**src/rtl/mem_port_arbiter_pkg.sv**
```systemverilog
// Shared definitions for the data-memory port arbiter: widths, requester
// encoding and the address legality check.
package mem_port_arbiter_pkg;

    localparam int unsigned ISA_WIDTH      = 32;
    localparam int unsigned DW_DEFAULT     = 32;
    localparam int unsigned MEM_AW_DEFAULT = 14;

    typedef enum logic {
        REQ_CPU = 1'b0,
        REQ_LDR = 1'b1
    } requester_e;

    // An access is illegal when it is not word aligned or falls outside the RAM.
    function automatic logic addr_bad(input logic [ISA_WIDTH-1:0] addr,
                                      input int unsigned          aw);
        return (addr[1:0] != 2'b00) || ((addr >> (aw + 2)) != '0);
    endfunction

endpackage

```
**src/rtl/mem_port_arbiter_rr_arb2.sv**
```systemverilog
// Two-input round-robin arbiter: a lone requester wins, a tie goes to the
// requester that was not granted last.
module mem_port_arbiter_rr_arb2
    import mem_port_arbiter_pkg::*;
(
    input  logic [1:0] req_i,
    input  requester_e last_i,
    output logic [1:0] gnt_o,
    output requester_e winner_o
);

    always_comb begin
        gnt_o    = '0;
        winner_o = last_i;
        case (req_i)
            2'b01: begin
                gnt_o    = 2'b01;
                winner_o = REQ_CPU;
            end
            2'b10: begin
                gnt_o    = 2'b10;
                winner_o = REQ_LDR;
            end
            2'b11: begin
                if (last_i == REQ_LDR) begin
                    gnt_o    = 2'b01;
                    winner_o = REQ_CPU;
                end else begin
                    gnt_o    = 2'b10;
                    winner_o = REQ_LDR;
                end
            end
            default: ;
        endcase
    end

endmodule

```
**src/rtl/mem_port_arbiter.sv**
```systemverilog
// Arbitrates CPU and program loader onto one synchronous data RAM port with a
// two-stage pipeline: registered memory command, then routed read data.
module mem_port_arbiter
    import mem_port_arbiter_pkg::*;
#(
    parameter int unsigned MEM_AW = MEM_AW_DEFAULT,
    parameter int unsigned DW     = DW_DEFAULT
) (
    input  logic                 clock,
    input  logic                 rst,
    input  logic                 ldr_lock,
    input  logic                 cpu_req,
    input  logic                 cpu_we,
    input  logic [ISA_WIDTH-1:0] cpu_addr,
    input  logic [DW-1:0]        cpu_wdata,
    input  logic                 ldr_req,
    input  logic                 ldr_we,
    input  logic [ISA_WIDTH-1:0] ldr_addr,
    input  logic [DW-1:0]        ldr_wdata,
    output logic                 cpu_gnt,
    output logic                 ldr_gnt,
    output logic                 cpu_rvalid,
    output logic                 ldr_rvalid,
    output logic [DW-1:0]        rdata,
    output logic                 cpu_err,
    output logic                 ldr_err,
    output logic                 mem_en,
    output logic                 mem_we,
    output logic [MEM_AW-1:0]    mem_addr,
    output logic [DW-1:0]        mem_wdata,
    input  logic [DW-1:0]        mem_rdata
);

    logic [1:0]           req_vec;
    logic [1:0]           arb_gnt;
    logic [1:0]           gnt;
    logic                 gnt_any;
    requester_e           winner;

    logic                 sel_we;
    logic [ISA_WIDTH-1:0] sel_addr;
    logic [DW-1:0]        sel_wdata;
    logic                 sel_bad;
    logic                 access_ok;

    requester_e           last_q,      last_d;
    logic                 mem_en_q,    mem_en_d;
    logic                 mem_we_q,    mem_we_d;
    logic [MEM_AW-1:0]    mem_addr_q,  mem_addr_d;
    logic [DW-1:0]        mem_wdata_q, mem_wdata_d;
    requester_e           s1_owner_q,  s1_owner_d;
    logic                 s1_rd_q,     s1_rd_d;
    logic                 s1_err_q,    s1_err_d;
    requester_e           s2_owner_q,  s2_owner_d;
    logic                 s2_rd_q,     s2_rd_d;
    logic [DW-1:0]        rdata_q;

    assign req_vec = {ldr_req, cpu_req & ~ldr_lock};

    mem_port_arbiter_rr_arb2 u_rr (
        .req_i    (req_vec),
        .last_i   (last_q),
        .gnt_o    (arb_gnt),
        .winner_o (winner)
    );

    // Grants are combinational, so they must be masked while reset is held.
    assign gnt     = arb_gnt & {2{rst}};
    assign gnt_any = |gnt;
    assign cpu_gnt = gnt[0];
    assign ldr_gnt = gnt[1];

    always_comb begin
        sel_we    = cpu_we;
        sel_addr  = cpu_addr;
        sel_wdata = cpu_wdata;
        if (winner == REQ_LDR) begin
            sel_we    = ldr_we;
            sel_addr  = ldr_addr;
            sel_wdata = ldr_wdata;
        end
    end

    assign sel_bad   = addr_bad(sel_addr, MEM_AW);
    assign access_ok = gnt_any & ~sel_bad;

    always_comb begin
        last_d      = gnt_any ? winner : last_q;
        mem_en_d    = access_ok;
        mem_we_d    = access_ok & sel_we;
        mem_addr_d  = access_ok ? sel_addr[MEM_AW+1:2] : mem_addr_q;
        mem_wdata_d = access_ok ? sel_wdata : mem_wdata_q;
        s1_owner_d  = gnt_any ? winner : s1_owner_q;
        s1_rd_d     = access_ok & ~sel_we;
        s1_err_d    = gnt_any & sel_bad;
        s2_owner_d  = s1_owner_q;
        s2_rd_d     = s1_rd_q;
    end

    always_ff @(posedge clock or negedge rst) begin
        if (!rst) begin
            last_q      <= REQ_LDR;
            mem_en_q    <= 1'b0;
            mem_we_q    <= 1'b0;
            mem_addr_q  <= '0;
            mem_wdata_q <= '0;
            s1_owner_q  <= REQ_CPU;
            s1_rd_q     <= 1'b0;
            s1_err_q    <= 1'b0;
            s2_owner_q  <= REQ_CPU;
            s2_rd_q     <= 1'b0;
            rdata_q     <= '0;
        end else begin
            last_q      <= last_d;
            mem_en_q    <= mem_en_d;
            mem_we_q    <= mem_we_d;
            mem_addr_q  <= mem_addr_d;
            mem_wdata_q <= mem_wdata_d;
            s1_owner_q  <= s1_owner_d;
            s1_rd_q     <= s1_rd_d;
            s1_err_q    <= s1_err_d;
            s2_owner_q  <= s2_owner_d;
            s2_rd_q     <= s2_rd_d;
            rdata_q     <= rdata;
        end
    end

    assign mem_en    = mem_en_q;
    assign mem_we    = mem_we_q;
    assign mem_addr  = mem_addr_q;
    assign mem_wdata = mem_wdata_q;

    assign cpu_err    = s1_err_q & (s1_owner_q == REQ_CPU);
    assign ldr_err    = s1_err_q & (s1_owner_q == REQ_LDR);
    assign cpu_rvalid = s2_rd_q & (s2_owner_q == REQ_CPU);
    assign ldr_rvalid = s2_rd_q & (s2_owner_q == REQ_LDR);

    // RAM output passes straight through in the rvalid cycle and is held after.
    assign rdata = s2_rd_q ? mem_rdata : rdata_q;

endmodule
```
**config.mk**
```make
export PLATFORM = sky130hd
export DESIGN_NAME = mem_port_arbiter
export DESIGN_NICKNAME = d
export VERILOG_FILES = /design/src/rtl/mem_port_arbiter_pkg.sv /design/src/rtl/mem_port_arbiter_rr_arb2.sv /design/src/rtl/mem_port_arbiter.sv
export SDC_FILE = /design/constraint.sdc
export NUM_CORES = 1
export LEC_CHECK = 0
export CORE_MARGIN = 2
export CORE_UTILIZATION = 37
export CTS_BUF_LIST = sky130_fd_sc_hd__clkbuf_4 sky130_fd_sc_hd__clkbuf_8
export DETAILED_ROUTE_END_ITERATION = 7
export PLACE_DENSITY = 0.86
export SLEW_MARGIN = 20
export SYNTH_ARGS = -nofsm -noshare
export SYNTH_HDL_FRONTEND = slang
export SYNTH_SLANG_ARGS = --single-unit
export TNS_END_PERCENT = 1
```
**constraint.sdc**
```tcl
create_clock -name clock -period 2.9 [get_ports clock]
set_clock_uncertainty 0.05 [all_clocks]
set_input_delay 0.87 -clock clock [delete_from_list [all_inputs] [get_ports clock]]
set_output_delay 0.87 -clock clock [all_outputs]
set_load 0.02 [all_outputs]
```
==> results.md, run 1 <==
- EDFF count, synth: 0
- Share of layout cells above drive strength 1: 31.3%
- Initial antenna violation count: 1
- CTS sink count: 86
- Number of antenna-violating nets in the routed design: 0
- Area after DPL: 6680 um2
- Clock Latency Late Sink: 0.34 ns
- Vias in the first global route: 3373
- Die X: 107 um
- I/O pin count: 253
- Switching pwr: 518 uW
- Slew HR: 59.2%
- Tmin final: 2.84 ns
- Critical path endpoint category: output port
- CP Max Fanout: 2
- Site row count: 37
- Area growth syn-to-layout: 74.9%
- Post-synth top area share: 54.6%
- Avg Cell Area, Syn: 15.0 um2
- Synth unique cells: 27
- Postcts setup bufs: 0
- Max-slew violation count: 0
- Status: complete, no violations
- Leading area contributor after synthesis: dfrtp_1
- Starting Density: 37.9%
- Net Sw Frac: 21.7%
- Final Util: 66.3%
- Routed via count: 3071
- GR Overflow Total: 0
- RD Place Congestion: 0.762
- Logic pwr share: 18.1%
- CP Class: in -> out
- Pwr dens: 351 nW/um2
- Synth Net Count: 426
- Max rail drop VDD: 0.203 mV
- Sequential share of power: 50.6%
- Clock Tree Buf Depth: 2
- Max incr delay on CP: 0.43 ns
- Drt first-iter violations: 82
- DRT Wirelength: 10.5 mm
- Most common cell in the netlist: mux2_2
- Worst hold slack: 0.306 ns
- Antenna cells: 0
- Leakage: 0.00322 uW
- Mapped cell area: 3890 um2
- Fin area: 6810 um2
- Final Net Count: 691
- Main synth FF type: dfrtp_1
- Clock transition at path regs: 0.08 ns
- Die Footprint: 11400 um2
- Peak Freq: 0.353 GHz
- First-pass GRT wire length: 16.4 mm
- TritonCTS clock tree: yes
- RSZ-0062 raised after global routing: false
- CP max-delay cell: clkdlybuf4s50_1
- Period utilization: 97.8%
- H-tree depth: 3
- FFs w/ async S/R, synth: 100%
- # port buffers: 252
- CP required: 1.98 ns
- DRC: 0
- Cells after DPL: 649
- Largest net degree at the start of global routing: 51
- Gr usage total: 18.7%
- Post-Syn Instances: 259
- Top cells by area, synth: dfrtp_1, mux2_2, mux2_4, nor4_1, buf_2
- Root buffer cell: clkbuf_8
- Commonest cells in the netlist: mux2_2, dfrtp_1, mux2_4, nor4_1, buf_2
- Overall power: 2390 uW
- # setup viols final: 0
- Crit path DAT: 1.92 ns
- Core Area: 10300 um2
- CTS Hold Bufs: 0
- Total CTS buffers: 9
- Worst-path cell chain: clkdlybuf4s50_1 > mux2_2 > dlygate4sd2_1
- CP Launch Type: primary input
- Max-Cap Viols: 0
- Vias per cell: 4.63
- Synth Warn #: 0
- Hold Vio Cnt, Final: 0
- Hold Path Class: reg -> reg
- Clock share of power: 31.3%
- Synthesis-stage register bit count: 86
- Post-DP HPWL: 8.52 mm
- Sequential-to-total area share from yosys stat: 55.3%
- DRT Pass-1 Iters: 3
- Final non-filler cell total: 664
- Wire length per cell: 15.8 um
- Pint: 1870 uW
- Die Ht: 107 um
- Worst-Margin Slew: 0.612 ns
==> power groups by stage <==
| stage | clock network (uW) | registers, uW | logic [uW] |
|---|---|---|---|
| final | 748 | 1210 | 432 |
| after global routing | 836 | 1210 | 465 |
| after CTS | 785 | 1210 | 440 |
| after detailed placement | 0 | 1240 | 438 |
| after global placement | 0 | 1230 | 432 |
| after floorplan | 0 | 1230 | 140 |
==> per-stage QoR <==
step	setup WS [ns]	TNS [ns]
4_1_cts	0.0213	0
3_5_place_dp	-0.332	-13.30
6_report	0.0650	0
2_1_floorplan	0.197	0
5_1_grt	0.0508	0
3_3_place_gp	-0.312	-11.51
==> path summary, 6_finish.rpt <==
| check | start | endpoint | slack (ns) | cells after the start |
|---|---|---|---|---|
| max in group asynchronous | rst | rdata_q[18] | 1.27 | 3 |
| worst min register to register | s1_rd_q | s2_rd_q | 0.31 | 0 |
| worst max register to register | last_q | mem_wdata[21] | 0.83 | 7 |
| min in group asynchronous | rst | mem_addr[12] | 0.54 | 2 |
| worst max-delay path | mem_rdata[27] | rdata[27] | 0.06 | 3 |
| worst min-delay path | s1_rd_q | s2_rd_q | 0.31 | 0 |
==> per-layer routing <==
metal / track usage [%] / vias to the layer above / routed length [um]
met1: 19.5 / 1449 / 3790
met5: 0 / - / 0
met3: 6.20 / 14 / 984
met4: 6.77 / 0 / 198
li1: - / 1455 / -
met2: 34.9 / 153 / 5520
==> placed cells by master (no fill, tap or decap), types with 2 or more instances in the layout <==
master           instances
nor4_1                   7
dfrtp_1                 85
nor2b_1                  4
and3_1                   2
mux2_4                   7
clkinvlp_4               2
clkdlybuf4s50_1        217
and2_1                   2
dlygate4sd2_1           32
buf_4                   13
clkbuf_8                11
mux2_2                 117
nor2_1                   3
inv_1                    2
a21o_1                   2
buf_12                   4
==> cell families (layout without fill, tap and decap cells) <==
group           count (synthesis)  count (layout)  synth area share (%)
mux                           125             125                  36.8
flops                          86              86                  55.3
simple gates                   26              26                  4.05
buf+inv                        16             285                  2.12
compound gates                  6               6                  1.73
==> sequential cells by signal, indices dropped and copies added, names as in the netlist <==
name / cells
mem_we: 1
mem_wdata: 32
s1_owner_q: 1
s2_owner_q: 1
s1_rd_q: 1
mem_addr: 14
s1_err_q: 1
mem_en: 1
s2_rd_q: 1
rdata_q: 32
last_q: 1
==> worst max-delay path: cells and delay by family <==
| kind | cells | cell delay [ns] |
|---|---|---|
| mux | 1 | 0.29 |
| buf+inv | 2 | 0.75 |
==> layout make-up <==
cell class	instances	area, um2
Inverter	2	7.51
Clock buffer	12	159
Sequential cell	86	2150
Tap cell	136	170
Multi-Input combinational cell	157	1660
Fill cell	791	3470
Clock inverter	3	20.0
Timing Repair Buffer	268	2640
==> repair_timing <==
| item | CTS | global route |
|---|---|---|
| gates cloned | 0 | 0 |
| setup endpoints to repair | 34 | 1 |
| pin swaps | 0 | 0 |
| resized for setup | 38 | 1 |
(Power assumes the default switching activity.)
==> inputs of run 2 (changes only) <==
--- a/config.mk
+++ b/config.mk
@@ -6,10 +6,11 @@
 export NUM_CORES = 1
 export LEC_CHECK = 0
 export CORE_MARGIN = 2
-export CORE_UTILIZATION = 37
+export CORE_UTILIZATION = 30
 export CTS_BUF_LIST = sky130_fd_sc_hd__clkbuf_4 sky130_fd_sc_hd__clkbuf_8
 export DETAILED_ROUTE_END_ITERATION = 7
-export PLACE_DENSITY = 0.86
+export GPL_TIMING_DRIVEN = 1
+export PLACE_DENSITY = 0.73
 export SLEW_MARGIN = 20
 export SYNTH_ARGS = -nofsm -noshare
 export SYNTH_HDL_FRONTEND = slang
==> run 2 against run 1 <==
  * Final area is 2.1% higher
  * Register-to-register slack worse by 0.02 ns
  * Sequential share of layout area is 0.64 points lower
  * Via count is 3.8% higher
  * Combinational power is 0.9% lower
  * Worst setup slack worse by 0.051 ns
  * Critical path type unchanged
  * Largest cell class unchanged
==> results.md, run 2 (synthesized netlist as in run 1, its figures left out) <==
- Status: complete, no violations
- Slew HR: 49.5% (-9.7 points)
- Initial antenna violation count: 0 (-1)
- Critical Path End: ldr_gnt
- H-tree depth: 3 (unchanged)
- Net Sw Frac: 20.6% (-1.1 points)
- Max incr delay on CP: 0.43 ns (about the same)
- First-pass GRT wire length: 18.2 mm (+11%)
- Pwr dens: 397 nW/um2 (+13%)
- Final Net Count: 692 (+0.14%)
- Tmin final: 2.89 ns (+0.0514 ns)
- DRC: 0 (unchanged)
- Max rail drop VDD: 0.196 mV (-3.6%)
- Die Footprint: 13900 um2 (+22%)
- Antenna cells: 0 (unchanged)
- # port buffers: 252 (unchanged)
- CP max-delay cell: clkdlybuf4s50_1
- Period utilization: 99.5% (+1.8 points)
- # setup viols final: 0 (unchanged)
- Reg-to-reg slack, setup: 0.81 ns (-0.02 ns)
- DRT Wirelength: 11.4 mm (+8.4%)
- Wire length per cell: 16.2 um (+2.5%)
- GR Overflow Total: 0 (unchanged)
- CP Max Fanout: 2 (unchanged)
- Pint: 2190 uW (+17%)
- Die X: 118 um (+11%)
- Clock Latency Late Sink: 0.36 ns (+0.02 ns)
- RSZ-0062 raised after global routing: false
- Logic pwr share: 15.5% (-2.6 points)
- Clock transition at path regs: 0.08 ns (about the same)
- Site row count: 41 (+11%)
- CP startpoint: ldr_lock
- Commonest non-fill, non-tap cell in the layout: clkdlybuf4s50_1
- Reg2Reg Depth: 7 (unchanged)
- I/O pin count: 253 (unchanged)
- Area growth syn-to-layout: 78.5%
- TritonCTS clock tree: yes
- Root buffer cell: clkbuf_8
- Final non-filler cell total: 702 (+5.7%)
- Clock share of power: 40.5% (+9.2 points)
- CP Launch Type: primary input
- Core Area: 12700 um2 (+23%)
- Peak Freq: 0.346 GHz (-1.8%)
- Largest net degree at the start of global routing: 87 (+71%)
- Reg-to-reg endpoint: mem_wdata[16]
- Crit path DAT: 1.97 ns (+0.05 ns)
- Postcts setup bufs: 0 (unchanged)
- Die Ht: 118 um (+11%)
- Sequential share of power: 43.9% (-6.7 points)
- CP Class: in -> out
- Routed via count: 3188 (+3.8%)
- Switching pwr: 568 uW (+9.6%)
- Worst-Margin Slew: 0.758 ns (+0.146 ns)
- RD Place Congestion: 0.776 (+1.9%)
- Leakage: 0.00327 uW (+1.5%)
- Starting Density: 30.7% (-7.2 points)
- Vias in the first global route: 3532 (+4.7%)
- Post-DP HPWL: 8.94 mm (+4.9%)
- Share of layout cells above drive strength 1: 31.5% (+0.26 points)
- Total CTS buffers: 9 (unchanged)
- Clock Tree Buf Depth: 2 (unchanged)
- Hold Path Class: reg -> reg
- Vias per cell: 4.54 (-1.8%)
- Drt first-iter violations: 80 (-2.4%)
- Hold Vio Cnt, Final: 0 (unchanged)
- CP required: 1.98 ns (about the same)
- Critical path endpoint category: output port
- Number of antenna-violating nets in the routed design: 0 (unchanged)
- Worst r2r src: last_q
- Max-slew violation count: 0 (unchanged)
- Fill cell count: 1106 (+40%)
- DRT Pass-1 Iters: 4 (+1)
- Gr usage total: 16.8% (-1.9 points)
- CTS sink count: 86 (unchanged)
- Commonest non-fill, non-tap cells in the layout: clkdlybuf4s50_1, mux2_2, dfrtp_1, dlygate4sd2_1, buf_4
- Worst-path cell chain: clkdlybuf4s50_1 > nand3b_1 > and3_1 > clkdlybuf4s15_2
- Cells after DPL: 686 (+5.7%)
- Overall power: 2760 uW (+15%)
- Max-Cap Viols: 0 (unchanged)
==> run 2: how the worst min path moves through the flow <==
stage               slack [ns]  cells after the start       to  startpoint
finish                    0.32                      0  s2_rd_q     s1_rd_q
global route              0.34                      0  s2_rd_q     s1_rd_q
CTS                       0.32                      0  s2_rd_q     s1_rd_q
detailed placement        0.30                      0  s2_rd_q     s1_rd_q
global placement          0.29                      0  s2_rd_q     s1_rd_q
floorplan                 0.28                      0  s2_rd_q     s1_rd_q
==> run 2: area by class of cell <==
type,count,area (um2),area share [%]
Clock buffer,10,138,1.98
Timing Repair Buffer,269,2650,38.0
Clock inverter,6,133,1.91
Inverter,2,7.51,0.108
Sequential cell,86,2150,31.0
Tap cell,172,215,3.10
Multi-Input combinational cell,157,1660,23.9
==> run 2: repair_timing <==
item / CTS / global route
endpoints found under the setup margin: 34 / 1
gates resized for setup: 38 / 1
hold buffers: 0 / 0
pin swaps: 0 / 0
==> run 2: through the flow <==
step | worst slack, ns | utilization [%] | cell area (um2) | hold slack (ns) | setup TNS, ns
2_1_floorplan | 0.197 | - | 3890 | 0.281 | 0
3_3_place_gp | -0.306 | 53.0 | 6720 | 0.289 | -11.49
3_5_place_dp | -0.337 | 53.0 | 6720 | 0.302 | -14.66
4_1_cts | 0.00595 | 54.9 | 6950 | 0.324 | 0
5_1_grt | 0.000292 | 54.9 | 6950 | 0.339 | 0
6_report | 0.0136 | 54.9 | 6950 | 0.321 | 0
==> run 2: power groups by stage <==
stage	clock [uW]	combinational, uW	sequential (uW)
final	1120	428	1210
after global routing	1220	460	1210
after CTS	1150	436	1210
after detailed placement	0	434	1240
after global placement	0	427	1230
after floorplan	0	140	1230
==> run 2: layer usage <==
metal	vias up	routed length (um)	GRT usage [%]
li1	1465	-	-
met1	1560	4300	17.7
met2	141	5900	29.9
met3	22	874	5.77
met4	0	297	8.21
met5	-	0	0
==> run 2: worst max-delay path, delay by kind of cell <==
kind	cells	cell delay, ns
AND/OR/NAND/NOR	2	0.41
buffers and inverters	2	0.68
